File: src/rtl/inverse_permutation_func_pkg.sv
// Shared constants and state encoding for the inverse lane-permutation block.
package inverse_permutation_func_pkg;

    // Width of one slice: a 5x5 plane, bit index i = 5*y + x.
    localparam int LANE_W     = 25;
    // Default number of slices in one frame.
    localparam int NSLICE_DEF = 64;

    // Frame-processing FSM states.
    typedef enum logic [2:0] {
        IDLE = 3'd0,
        RECV = 3'd1,
        PERM = 3'd2,
        SEND = 3'd3,
        DONE = 3'd4
    } state_t;

endpackage

File: src/rtl/inverse_permutation_func_inv_swap.sv
// Purely combinational inverse lane swap for one 5x5 slice:
// out(x,y) = in(y, (2x+3y) mod 5), which undoes the forward swap
// out(y, 2x+3y) = in(x,y).
module inv_swap
    import inverse_permutation_func_pkg::*;
(
    input  logic [LANE_W-1:0] input_line,
    output logic [LANE_W-1:0] output_line
);

    // Fixed wiring; every output bit is a copy of exactly one input bit.
    for (genvar y = 0; y < 5; y++) begin : g_y
        for (genvar x = 0; x < 5; x++) begin : g_x
            assign output_line[5*y + x] = input_line[5*((2*x + 3*y) % 5) + y];
        end
    end

endmodule

File: src/rtl/inverse_permutation_func.sv
// Frame sequencer for the inverse permutation: receives one slice, restores
// it through inv_swap, presents it downstream, repeats for NSLICE slices and
// pulses done after the last one is accepted.
//
// Handshakes: a transfer happens on a rising edge where valid and ready are
// both 1. in_ready is only high in RECV; out_valid is only high in SEND and
// out_data is held stable there until out_ready is seen.
module inverse_permutation_func
    import inverse_permutation_func_pkg::*;
#(
    parameter int NSLICE = NSLICE_DEF,
    parameter int CNT_W  = 6
)(
    input  logic              clk,
    input  logic              rst,
    input  logic              start,
    input  logic              in_valid,
    output logic              in_ready,
    input  logic [LANE_W-1:0] in_data,
    output logic              out_valid,
    input  logic              out_ready,
    output logic [LANE_W-1:0] out_data,
    output logic              busy,
    output logic              done,
    output state_t            dbg_state,
    output logic [CNT_W-1:0]  dbg_cnt
);

    localparam logic [CNT_W-1:0] LAST = CNT_W'(NSLICE - 1);

    state_t              state_q, state_n;
    logic [CNT_W-1:0]    cnt_q, cnt_n;
    logic [LANE_W-1:0]   slice_q, slice_n;
    logic [LANE_W-1:0]   out_q, out_n;
    logic [LANE_W-1:0]   perm_w;

    inv_swap u_inv_swap (
        .input_line  (slice_q),
        .output_line (perm_w)
    );

    // State, counter, slice and output registers; reset clears everything.
    always_ff @(posedge clk) begin
        if (rst) begin
            state_q <= IDLE;
            cnt_q   <= '0;
            slice_q <= '0;
            out_q   <= '0;
        end else begin
            state_q <= state_n;
            cnt_q   <= cnt_n;
            slice_q <= slice_n;
            out_q   <= out_n;
        end
    end

    // Next-state and datapath update; start is only looked at in IDLE, so a
    // start during a frame cannot disturb the counter.
    always_comb begin
        state_n = state_q;
        cnt_n   = cnt_q;
        slice_n = slice_q;
        out_n   = out_q;
        case (state_q)
            IDLE: begin
                if (start) begin
                    state_n = RECV;
                    cnt_n   = '0;
                end
            end
            RECV: begin
                if (in_valid) begin
                    slice_n = in_data;
                    state_n = PERM;
                end
            end
            PERM: begin
                out_n   = perm_w;
                state_n = SEND;
            end
            SEND: begin
                if (out_ready) begin
                    if (cnt_q == LAST) begin
                        state_n = DONE;
                    end else begin
                        cnt_n   = cnt_q + CNT_W'(1);
                        state_n = RECV;
                    end
                end
            end
            DONE: begin
                state_n = IDLE;
            end
            default: begin
                state_n = IDLE;
            end
        endcase
    end

    assign in_ready  = (state_q == RECV);
    assign out_valid = (state_q == SEND);
    assign out_data  = out_q;
    assign busy      = (state_q != IDLE);
    assign done      = (state_q == DONE);
    assign dbg_state = state_q;
    assign dbg_cnt   = cnt_q;

endmodule
File: config.mk
export PLATFORM = sky130hd
export DESIGN_NAME = inverse_permutation_func
export DESIGN_NICKNAME = d
export VERILOG_FILES = /design/src/rtl/inverse_permutation_func_pkg.sv /design/src/rtl/inverse_permutation_func_inv_swap.sv /design/src/rtl/inverse_permutation_func.sv
export SDC_FILE = /design/constraint.sdc
export NUM_CORES = 1
export LEC_CHECK = 0
export ABC_AREA = 0
export CORE_MARGIN = 2
export CORE_UTILIZATION = 42
export CTS_CLUSTER_DIAMETER = 30
export DETAILED_ROUTE_END_ITERATION = 10
export GPL_TIMING_DRIVEN = 1
export PLACE_DENSITY = 0.87
export REMOVE_ABC_BUFFERS = 1
export SYNTH_ARGS = -nofsm -noshare
export SYNTH_HDL_FRONTEND = slang
export SYNTH_SLANG_ARGS = --single-unit
File: constraint.sdc
create_clock -name clk -period 1.49 [get_ports clk]
set_input_delay 0.298 -clock clk [delete_from_list [all_inputs] [get_ports clk]]
set_output_delay 0.298 -clock clk [all_outputs]
set_load 0.005 [all_outputs]
After elaboration in Yosys (flattened, before gate mapping)
Cells that the tools add are included.
Word-level totals
  bits in writable memories: 0
  bits of input ports: 30
  output and inout bits: 38
  register bits: 59
  memory bits (read-only): 0
  memories kept: 0
  bits in latches: 0
Cells by class
  multiply operators: 0
  add/subtract/negate cells: 1
  divide/modulo/power cells: 0
  equal/unequal tests: 9
  reductions and logical operators: 6
  bitwise operators: 0
  order comparisons: 0
  muxes and demuxes: 9
  shifts and indexed selects: 0
Operators by type and width (count)
  $mux W6: 3
  $mux W3: 4
  $pmux W3 S4: 1
  $pmux W6 S2: 1
  $add A6 B1 Y6 const B: 1
  $eq A3 B2 Y1 const B: 2
  $eq A6 B6 Y1 const B: 1
  $ne A2 B2 Y1 const B: 3
  $reduce_and A4 Y1: 1
  $eq A3 B1 Y1 const B: 1
  $eq A3 B3 Y1 const B: 1
  $logic_not A3 Y1: 1
  $reduce_and A3 Y1: 1
  $reduce_bool A3 Y1: 1
  $ne A2 B1 Y1 const B: 1
  $reduce_and A2 Y1: 1
  $reduce_bool A2 Y1: 1

Depth between registers and ports, before layout
Gate-level depths: netlist of run 1.
  depth in word-level cells: 4
  mapped depth: 7
  gate-level depth less buffers: 5

Cells and area by module
Synthesis of run 1 repeated with hierarchy kept, for this count alone.
Second synthesis, totals
  cell total of the unflattened synthesis: 302
  area, all modules: 2431.1 um^2
By module, submodules not included
  inverse_permutation_func: cells an instance 277, area each 2243.4 um^2, times used 1
  inv_swap: cells an instance 25, area each 187.7 um^2, times used 1

Least setup slack after synthesis of run 1
No wires, ideal clock.
  kind: register to register
  start: reg cnt_q[0], in the netlist dbg_cnt[0]
  end: reg cnt_q[1], in the netlist dbg_cnt[1]
  path slack: 0.004 ns
  path buffers: 0
  library setup time: 0.070 ns
  arrival: 1.416 ns
  period minus slack after synthesis: 1.486 ns
  stages on the path, launching flop included: 6
  cells stage by stage: dfxtp_1 > ha_1 > and3_1 > a31o_2 > a211o_1 > a21oi_1
On the way
  cells in the longest elaborated chain, start to end: 4
  elaborated cells on any way between the ends: 7
  classes of those cells: 1 x add/sub; 2 x eq/ne; 3 x mux; 1 x reduce/logical
RTL lines
  start: declaration: line inverse_permutation_func.sv:32  | logic [CNT_W-1:0] cnt_q, cnt_n;
  start signal: assignment: line inverse_permutation_func.sv:51  | cnt_q <= cnt_n;
  $add A6 B1 Y6: line inverse_permutation_func.sv:86  | cnt_n = cnt_q + CNT_W'(1);
  $mux W6: line inverse_permutation_func.sv:83  | if (cnt_q == LAST) begin
  $mux W6: line inverse_permutation_func.sv:82  | if (out_ready) begin
  $pmux W6 S2: line inverse_permutation_func.sv:64  | case (state_q)
Parallel ways exist; a longest one is shown, timed or not. The select of a mux whose other input is x is not followed.
A chain may end at the register's enable or synchronous reset.

Worst setup path in the final report of run 1
  start: reg state_q[0], in the netlist dbg_state[0]
  end: out busy
On the way
  cells in the longest elaborated chain, start to end: 1
RTL lines
  start: declaration: line inverse_permutation_func.sv:31  | state_t state_q, state_n;
  start signal: assignment: line inverse_permutation_func.sv:50  | state_q <= state_n;
  $reduce_bool A3 Y1: line inverse_permutation_func.sv:103  | assign busy = (state_q != IDLE);
  end: declaration: line inverse_permutation_func.sv:23  | output logic busy,
Every way passes these cells.

==> results.yml, run 1 <==
cells_and_area:
  utilization_pct: 72.1
  nets: 411
  final_cells: 455
  multi_input_area_um2: 1080
  final_area_um2: 3710
  nFillCells: 408
  antenna_cells: 0
  area_delta_synth_final_pct: 65.2
  seq_area_um2: 1220
  drive_gt1_share_pct: 30.4
timing:
  hold_viol: 0
  fin_setup_tns_ps: -170
  fin_skew_ps: 8.64
  tightest_slew_ps: 378
  fmax_mhz: 634
  slew_viol_final: 0
  min_period_ps: 1580
  setup_viol: 3
  min_period_over_period_pct: 106
  whs_ps: 326
  rsz0062_at_grt: "true"
  max_slew_margin_pct: 74.8
  finalWorstSetupSlack_ps: -86.4
critical_path:
  critical_path_buf_inv_count: 4
  crit_chain: "buf_6 > buf_6 > nor3_4 > inv_2 > clkbuf_2"
  regToRegStartpoint: "dbg_state[0]$_SDFFE_PP0P_"
  path_class: "flop to output pin"
  cp-startpoint: "dbg_state[0]$_SDFFE_PP0P_"
  arrival_ps: 1280
  endpoint_kind: "output pin"
  cpMostUsedCell: "buf_6"
  cpMaxStageDelayCell: "dfxtp_4"
  start_kind: "flop"
  cp.depth: 5
  path_delay_family: "buffers and inverters"
  cpPeakStageDelay_ps: 350
  path_max_fanout: 5
  r2r_setup_slack_ps: -20
  reg2reg_depth: 8
  r2r_end: "slice_q[20]$_SDFFE_PP0P_"
  crit_path_end: "busy"
  crit_required_ps: 1190
power:
  total_power_mw: 3.53
  ir_drop_mv: 0.500
  leakage_nw: 1.53
  p_per_area_nw_per_um2: 952
global_routing:
  met3_usage_pct: 4.94
  grtUsageMet2_pct: 36.7
  track_usage_pct: 21.3
  grt_pass1_wl_mm: 10.1
  gr-total-overflow: 0
  grt_max_degree: 36
  grt_pass1_vias: 2162
  grtUsageMet1_pct: 25.1
  grt_antenna_before_repair: 0
  top_usage_layer: "met2"
clock_tree:
  htreeDepth: 3
  cts_buffer_depth: 2
  clk_pin_slew_ps: 70
  cts_tree: "built"
  cts_made_buffers: 9
  clk_latency_ps: 330
  cts.sink_count: 59
  root_buffer: "clkbuf_8"
floorplanning:
  coreArea_um2: 5140
  io_pins: 68
  dieWidth_um: 77.1
  num_rows: 26
  start_util_pct: 43.6
  die_area_um2: 5940
  dieHeight_um: 77.1
drt:
  ant_nets: 0
  drt_iter0_drc: 95
  avgRoutedWirePerCell_um: 15.3
  wirelength_mm: 6.98
  route.detailed.drc: 0
  dr.pass1.iters: 5
  vias: 2346
  viasPerCell: 5.16
synth:
  ys_async_sr_fraction_pct: 0
  postSynthCellCount: 277
  yosysSeqAreaShare_pct: 52.6
  yosysWarnings: 0
  synth_flop_cell: "dfxtp_1"
  syn_area_per_cell_um2: 8.10
  ys_ff_latch: 59
  yosys.cell_types.count: 31
  netlist_area_um2: 2240
  synth-edff-count: 0
worst_hold_path:
  hold_path_depth: 2
  hp-class: "input pin to flop"
status:
  violations: "setup timing"
  status: "complete, but fails checks"
placement:
  port_buffers: 67
  dpl.cell_count: 419
  routabilityCongestion: 0.726
  post-dp-hpwl_mm: 3.70
  place_ws_ps: -266
  place_area_um2: 3130
flow_run:
  maxCapViolCount: 0
==> cell usage after synthesis (all sizes together), types with 2 or more instances <==
| library cell | n | share of area [%] |
|---|---|---|
| a21oi | 55 | 12 |
| a31oi | 4 | 1.1 |
| and3 | 2 | 0.56 |
| buf | 13 | 3.4 |
| clkbuf | 6 | 1.0 |
| dfxtp | 59 | 53 |
| inv | 5 | 0.84 |
| nand2 | 105 | 18 |
| nand3 | 3 | 0.67 |
| nand3b | 2 | 0.67 |
| nor2 | 2 | 0.45 |
| nor3 | 2 | 0.45 |
| nor3b | 3 | 1.2 |
| or3 | 3 | 0.84 |
==> worst min path at each step <==
stage	startpoint	endpoint
detailed placement	slice_q[5]$_SDFFE_PP0P_	out_data[3]$_SDFFE_PP0P_
finish	rst	dbg_state[2]$_SDFFE_PP0P_
global route	rst	dbg_state[2]$_SDFFE_PP0P_
CTS	rst	dbg_state[1]$_SDFFE_PP0P_
global placement	slice_q[14]$_SDFFE_PP0P_	out_data[20]$_SDFFE_PP0P_
floorplan	rst	dbg_cnt[1]$_SDFFE_PP0P_
==> repair_timing <==
item,4_1_cts,5_1_grt
hold buffers,0,0
gates cloned,3,2
setup buffers,12,9
pin swaps,4,7
endpoints found under the setup margin,48,49
gates resized for setup,48,55
==> area by class of cell <==
| type | instances | share of cell area [%] |
|---|---|---|
| sequential | 59 | 32.9 |
| tap | 70 | 2.36 |
| clock inverter | 5 | 1.42 |
| inverter | 5 | 0.506 |
| timing repair buffer | 111 | 29.9 |
| clock buffer | 11 | 3.82 |
| multi-input combinational | 194 | 29.1 |
==> where the power goes <==
| group | total (mW) | switching [mW] | internal, mW |
|---|---|---|---|
| registers | 1.64 | 0.0254 | 1.61 |
| logic | 0.455 | 0.212 | 0.243 |
| clock network | 1.43 | 0.625 | 0.809 |
==> cell usage in the layout (no fill, tap or decap), drive strengths merged, types with 2 or more instances in the layout <==
cell	count
nand2	105
nand3	3
clkdlybuf4s50	45
a21oi	55
dlymetal6s2s	6
nand3b	2
dfxtp	59
clkbuf	15
nor2	2
dlygate4sd2	12
or3	3
clkinv	3
inv	5
nor3	2
nor3b	3
and3	2
a31oi	4
buf	44
==> worst reg2reg max path: stages, from the launching register on <==
cell	delay [ps]
dfxtp_4	350
buf_6	110
buf_6	120
nand3b_1	110
buf_4	170
nor2_4	160
buf_12	170
nand2_1	90
a21oi_2	170
==> sequential cells by signal, summed over array words and instances (netlist names) <==
register   count
dbg_state      3
slice_q       25
out_data      25
dbg_cnt        6
==> routing by layer <==
layer | wire length [um] | vias up
met2 | 3480 | 101
li1 | - | 1127
met1 | 2920 | 1107
met5 | 0 | -
met3 | 459 | 11
met4 | 122 | 0
==> kinds of logic (layout without fill, tap and decap cells) <==
logic type / Yosys count / after routing / synth area share [%]
AND/OR/NAND/NOR: 125 / 125 / 24.1
flip-flops: 59 / 59 / 52.6
buffers and inverters: 24 / 132 / 5.24
AO/OA/AOI/OAI: 68 / 68 / 17.4
adder cells (fa/ha/maj): 1 / 1 / 0.558
No activity file was read; power rests on OpenSTA's default activity.
==> run 2: changes to the inputs <==
--- a/config.mk
+++ b/config.mk
@@ -13,6 +13,7 @@
 export GPL_TIMING_DRIVEN = 1
 export PLACE_DENSITY = 0.87
 export REMOVE_ABC_BUFFERS = 1
+export SLEW_MARGIN = 15
 export SYNTH_ARGS = -nofsm -noshare
 export SYNTH_HDL_FRONTEND = slang
 export SYNTH_SLANG_ARGS = --single-unit
==> results of run 2 <==
The final DEF is identical to that of run 1; final timing and power are the same.
